==> src/rtl/hs_burst_source.sv <==
// Valid/ready burst transmitter: emits len_in incrementing beats from seed_in,
// holding each beat stable until the receiver accepts it.
module hs_burst_source #(
   parameter int DATA_W = 3,
   parameter int LEN_W  = 4
) (
   input  logic              sys_clk,
   input  logic              rst,
   input  logic              start_in,
   input  logic [LEN_W-1:0]  len_in,
   input  logic [DATA_W-1:0] seed_in,
   input  logic              ready_in,
   output logic              valid_out,
   output logic [DATA_W-1:0] data_out,
   output logic              last_out,
   output logic              busy_out,
   output logic              done_out,
   output logic [7:0]        stall_cnt_out
);

   typedef enum logic {IDLE, SEND} state_t;

   state_t            state, state_n;
   logic [LEN_W-1:0]  remaining, remaining_n;
   logic [DATA_W-1:0] data_n;
   logic              last_n;
   logic              done_n;
   logic [7:0]        stall_n;

   always_ff @(posedge sys_clk) begin
      if (rst) begin
         state         <= IDLE;
         remaining     <= '0;
         valid_out     <= 1'b0;
         busy_out      <= 1'b0;
         data_out      <= '0;
         last_out      <= 1'b0;
         done_out      <= 1'b0;
         stall_cnt_out <= '0;
      end else begin
         state         <= state_n;
         remaining     <= remaining_n;
         // valid/busy are registered copies of the next state, so they never
         // see ready_in combinationally
         valid_out     <= (state_n == SEND);
         busy_out      <= (state_n == SEND);
         data_out      <= data_n;
         last_out      <= last_n;
         done_out      <= done_n;
         stall_cnt_out <= stall_n;
      end
   end

   always_comb begin
      state_n     = state;
      remaining_n = remaining;
      data_n      = data_out;
      last_n      = last_out;
      done_n      = 1'b0;
      stall_n     = stall_cnt_out;
      unique case (state)
         IDLE: begin
            if (start_in) begin
               stall_n = '0;
               if (len_in != '0) begin
                  remaining_n = len_in;
                  data_n      = seed_in;
                  last_n      = (len_in == LEN_W'(1));
                  state_n     = SEND;
               end else begin
                  done_n = 1'b1;
               end
            end
         end
         SEND: begin
            if (ready_in) begin
               if (remaining == LEN_W'(1)) begin
                  state_n     = IDLE;
                  remaining_n = '0;
                  last_n      = 1'b0;
                  done_n      = 1'b1;
               end else begin
                  data_n      = data_out + DATA_W'(1);
                  remaining_n = remaining - LEN_W'(1);
                  last_n      = (remaining == LEN_W'(2));
               end
            end else if (stall_cnt_out != 8'hFF) begin
               stall_n = stall_cnt_out + 8'd1;
            end
         end
         default: state_n = IDLE;
      endcase
   end

endmodule

==> config.mk <==
export PLATFORM = sky130hd
export DESIGN_NAME = hs_burst_source
export DESIGN_NICKNAME = d
export VERILOG_FILES = /design/src/rtl/hs_burst_source.sv
export SDC_FILE = /design/constraint.sdc
export NUM_CORES = 1
export LEC_CHECK = 0
export ABC_AREA = 1
export BUFFER_PORTS_ARGS = -buffer_cell sky130_fd_sc_hd__buf_2
export CAP_MARGIN = 15
export CORE_ASPECT_RATIO = 0.7
export CORE_MARGIN = 2
export CORE_UTILIZATION = 52
export DETAILED_ROUTE_END_ITERATION = 10
export PLACE_DENSITY = 0.77
export SYNTH_ARGS = -nofsm -noshare
export SYNTH_HDL_FRONTEND = slang
export SYNTH_SLANG_ARGS = --single-unit
==> constraint.sdc <==
create_clock -name sys_clk -period 1.7 [get_ports sys_clk]
set_clock_uncertainty 0.05 [all_clocks]
set_input_delay 0.255 -clock sys_clk [delete_from_list [all_inputs] [get_ports sys_clk]]
set_output_delay 0.255 -clock sys_clk [all_outputs]
set_load 0.03 [all_outputs]
# [Word-level counts from Yosys, hierarchy flattened]
# Cells that the tools add are included.
[word_totals] ff_bits=18 latch_bits=0 ram_bits=0 romBits=0 inputBits=11 output_inout_bits=15 elab_cells=53 memories=0
[classes] n_addsub=3 n_mul=0 div_mod_pow=0 magnitude_cmp=0 eq_ne=10 n_shift=0 muxes=29 n_bitwise=1 n_reduce_logical=4
[ops] cell="8-bit 2-to-1 mux" n=3
[ops] cell="4-bit 2-to-1 mux" n=4
[ops] cell="8-bit case mux with 2 select lines" n=1
[ops] cell="1-bit 2-to-1 mux" n=12
[ops] cell="3-bit 2-to-1 mux" n=4
[ops] cell="2-bit != test (second input constant)" n=5
[ops] cell="8-bit by 1-bit adder with 8-bit output (second input constant)" n=1
[ops] cell="4-bit by 1-bit equality test with 1-bit output (second input constant)" n=2
[ops] cell="8-bit != test (second input constant)" n=1
[ops] cell="4-bit case mux with 2 select lines" n=1
[ops] cell="1-bit case mux with 2 select lines" n=3
[ops] cell="3-bit case mux with 2 select lines" n=1
[ops] cell="3-bit AND reduction" n=2
[ops] cell="4-bit by 2-bit equality test with 1-bit output (second input constant)" n=1
[ops] cell="4-bit AND reduction" n=1
[ops] cell="4-bit nonzero test" n=1
[ops] cell="4-bit by 1-bit subtractor with 4-bit output (second input constant)" n=1
[ops] cell="3-bit by 1-bit adder with 3-bit output (second input constant)" n=1
[ops] cell="2-bit by 1-bit != test with 1-bit output (second input constant)" n=1
[ops] cell="1-bit NOT" n=1

# [Longest topological paths before layout]
[logic_depth] ltp_word=4 depth_mapped=9 mapped_depth_nobuf=9

# [Worst setup path after synthesis]
# OpenSTA, ideal clock, no wires.
[synth_path] kind="register to register" start="register stall_cnt_out[1]" end="register stall_cnt_out[5]" setup_time_ps=115 arrival_ps=1371 required_ps=1535 setup_slack_ps=164 stages_incl_launch_ff=9 period_less_slack_ps=1536 cell_sequence="dfxtp_1 -> ha_1 -> nand2_2 -> nor2_2 -> nand2_2 -> nand2_4 -> nand2_4 -> a21oi_1 -> nor2_1"
[synth_between] elab_chain_cells=4 word_cells_on_any_way=7
[synth_rtl] item="from (decl)" line_no="18" source="output logic [7:0] stall_cnt_out"
[synth_rtl] item="from (signal assigned)" line_no="50" source="stall_cnt_out <= stall_n;"
[synth_rtl] item="8-bit by 1-bit adder with 8-bit output" line_no="88" source="stall_n = stall_cnt_out + 8'd1;"
[synth_rtl] item="8-bit 2-to-1 mux" line_no="87" source="end else if (stall_cnt_out != 8'hFF) begin"
[synth_rtl] item="8-bit 2-to-1 mux" line_no="76" source="if (ready_in) begin"
[synth_rtl] item="8-bit case mux with 2 select lines" line_no="61" source="unique case (state)"
# Parallel ways exist; a longest one is shown, timed or not. The select of a mux whose other input is x is not followed.
# A chain may end at the register's enable or synchronous reset.

# [Final worst setup path]
# Same ends and word-level chain as after synthesis.

==> qor.csv <==
metric,value,unit
status,completed,
clock_latency,0.29,ns
cts_resized,0,
place_ws,0.260,ns
synth_edf_count,0,
powerDensity,748,nW/um2
rsz0062_at_grt,no,
finalWorstSetupSlack,0.243,ns
mappedNetlistArea,1130,um2
cp-endpoint,stall_cnt_out[5]$_SDFFE_PP0P_,
viasPerCell,5.26,
ctsHoldBuffers,0,
grt_overflow_total,0,
core_area,2100,um2
setup_viol,0,
ys_seq_area_share,31.9,%
ios,26,
antenna-diode-count,0,
postRouteAntennaNets,0,
fin_setup_tns,0,ns
io_buffers,25,
synth_top_area_share,31.9,%
synth_top_family_by_area,simple AND/OR/NAND/NOR gates,
finalHoldViolations,0,
fillers,215,
slew_violations,0,
p_sw_share,35.6,%
highest_layer,met4,
grt_pass1_wl,4.73,mm
maxSlewHeadroom,77.6,%
cts_root_buf,clkbuf_4,
reg2regPathDepth,8,
routed-wl-met3,169,um
fin_area,1290,um2
drt_iter0_drc,59,
worst_pin_slew,0.336,ns
area_growth,14.2,%
ir_drop,0.456,mV
drive_above_1_share,20.0,%
cts_tree,built,
start_kind,register,
timing.rr.start,stall_cnt_out[1]$_SDFFE_PP0P_,
grt_start_max_net_pins,20,
cap_violations,0,
synth_xor_area_share,0.776,%
synth_adder_area_share,5.54,%
die_x,59.7,um
vias,1179,
numCtsBuffers,3,
path_clk_slew,0.10,ns
syn_nets,191,
synth_cell_type_count,23,
die_y,43.0,um
async_reset_ff_share,0,%
cts_buffer_depth,2,
stdcell_count,224,
drt_first_pass_iters,4,
wire_per_inst,12.3,um
synth.most_common_cell,nand2_1,
synth_compound_area_share,12.0,%
antenna_found_initial,0,
regToRegEndpoint,stall_cnt_out[5]$_SDFFE_PP0P_,
drt-met1-wl,1.37,mm
routabilityCongestion,0.839,
drc,0,
finalCritPeriodShare,85.7,%
grt_usage,24.8,%
dieArea,2560,um2
grt_pass1_vias,1070,
period_minus_slack,1.46,ns
ys_ff_latch,18,
r2r_setup_slack,0.24,ns
p_int,621,uW
p_clk_share,22.6,%
worst-endpoint-required,1.85,ns
row_count,14,
wl_met2,1.18,mm
synthTopCellsByCount,"nand2_1, nand3_1, nor2_1",
ys.flop_type,dfxtp_1,
dp_hpwl,2.10,mm
yosys.area_share.simple,41.6,%
timing.fmax,0.686,GHz
power_frac_comb,28.3,%
fin_util,61.3,%
h-tree-depth,1,
holdCritPathClass,in -> reg,
wl,2.74,mm
synth_top_cell_by_area,dfxtp_1,
timing.critical_path.fanout_max,9,
synth_area_leaders,"dfxtp_1, nand2_1, nand3_1",
syn_area_per_cell,6.45,um2
path_class,reg -> reg,
dp_cells,221,
place_area,1270,um2
worst_ep_arrival_time,1.61,ns
yosysWarnings,0,
p_leak,0.000622,uW
cp-end-kind,register,
num-nets-final,218,
initial_utilization,53.7,%
synth.area.mux_share,0,%
cts.sinks,18,
synthCells,175,
post_cts_buffers,0,
p_sw,343,uW
p_seq_share,49.1,%
crit_start,stall_cnt_out[1]$_SDFFE_PP0P_,
==> worst min path at each step <==
stage / start / end / slack, ns / cells after the start
2_1_floorplan: start_in / state$_SDFF_PP0_ / 0.39 / 2
3_3_place_gp: data_out[1]$_SDFFE_PP0P_ / data_out[1]$_SDFFE_PP0P_ / 0.43 / 2
3_5_place_dp: stall_cnt_out[0]$_SDFFE_PP0P_ / stall_cnt_out[0]$_SDFFE_PP0P_ / 0.44 / 1
4_1_cts: rst / state$_SDFF_PP0_ / 0.18 / 2
5_1_grt: rst / state$_SDFF_PP0_ / 0.19 / 2
6_report: rst / state$_SDFF_PP0_ / 0.19 / 2
==> logic make-up after synthesis <==
group,Yosys count
AO/OA/AOI/OAI,26
buffers and inverters,22
AND/OR/NAND/NOR,103
adder cells (fa/ha/maj),5
XOR/XNOR,1
flip-flops,18
==> power by group through the flow <==
stage,combinational (uW),clock (uW),sequential [uW]
final,273,218,473
after global routing,311,240,477
after CTS,272,221,473
after detailed placement,271,0,483
after global placement,265,0,480
after floorplan,172,0,509
==> stage by stage <==
| stage | hold slack [ns] | power, uW |
|---|---|---|
| floorplan | 0.390 | 680 |
| global placement | 0.426 | 746 |
| detailed placement | 0.438 | 754 |
| CTS | 0.184 | 966 |
| global route | 0.193 | 1030 |
| finish | 0.194 | 964 |
==> registers in the layout (all words and copies together) (netlist names) <==
name           cells
stall_cnt_out      8
remaining          4
state              1
done_out           1
data_out           3
last_out           1
==> layout make-up <==
type | instances | area [um2] | area share (%)
Timing Repair Buffer | 26 | 133 | 10.3
Tap cell | 24 | 30.0 | 2.33
Sequential cell | 18 | 360 | 28.0
Inverter | 18 | 67.6 | 5.24
Multi-Input combinational cell | 135 | 676 | 52.4
Clock buffer | 3 | 22.5 | 1.75
==> critical path, stage by stage, from the launching register on <==
cell,delay (ns)
dfxtp_1,0.41
ha_1,0.23
nand2_2,0.09
nor2_2,0.10
nand2_2,0.09
nand2_4,0.10
nand2_4,0.09
a21oi_1,0.14
nor2_1,0.05
==> routing by layer <==
metal / vias to the layer above / global-route usage (%)
met2: 35 / 36.7
met4: 0 / 5.78
met1: 522 / 35.0
met3: 2 / 7.32
li1: 620 / -
met5: - / 0
==> cell usage in the layout, fill, tap and decap left out <==
cell type and instances:
or2_2 2, nand2_2 2, nand3_1 20, or2_0 1, nor2_1 20, a21oi_1 13
nor2_4 1, clkbuf_4 3, buf_2 25, ha_1 5, nor3_1 2, inv_1 16
o21ai_0 11, o211ai_1 1, nor2_2 2, o21a_1 1, nand2_1 47, nand2_4 3
xnor2_1 1, buf_4 1, dfxtp_1 18, clkinv_1 1, nand4_1 3, inv_2 1
Note: power is estimated with default switching activity, not from simulation.
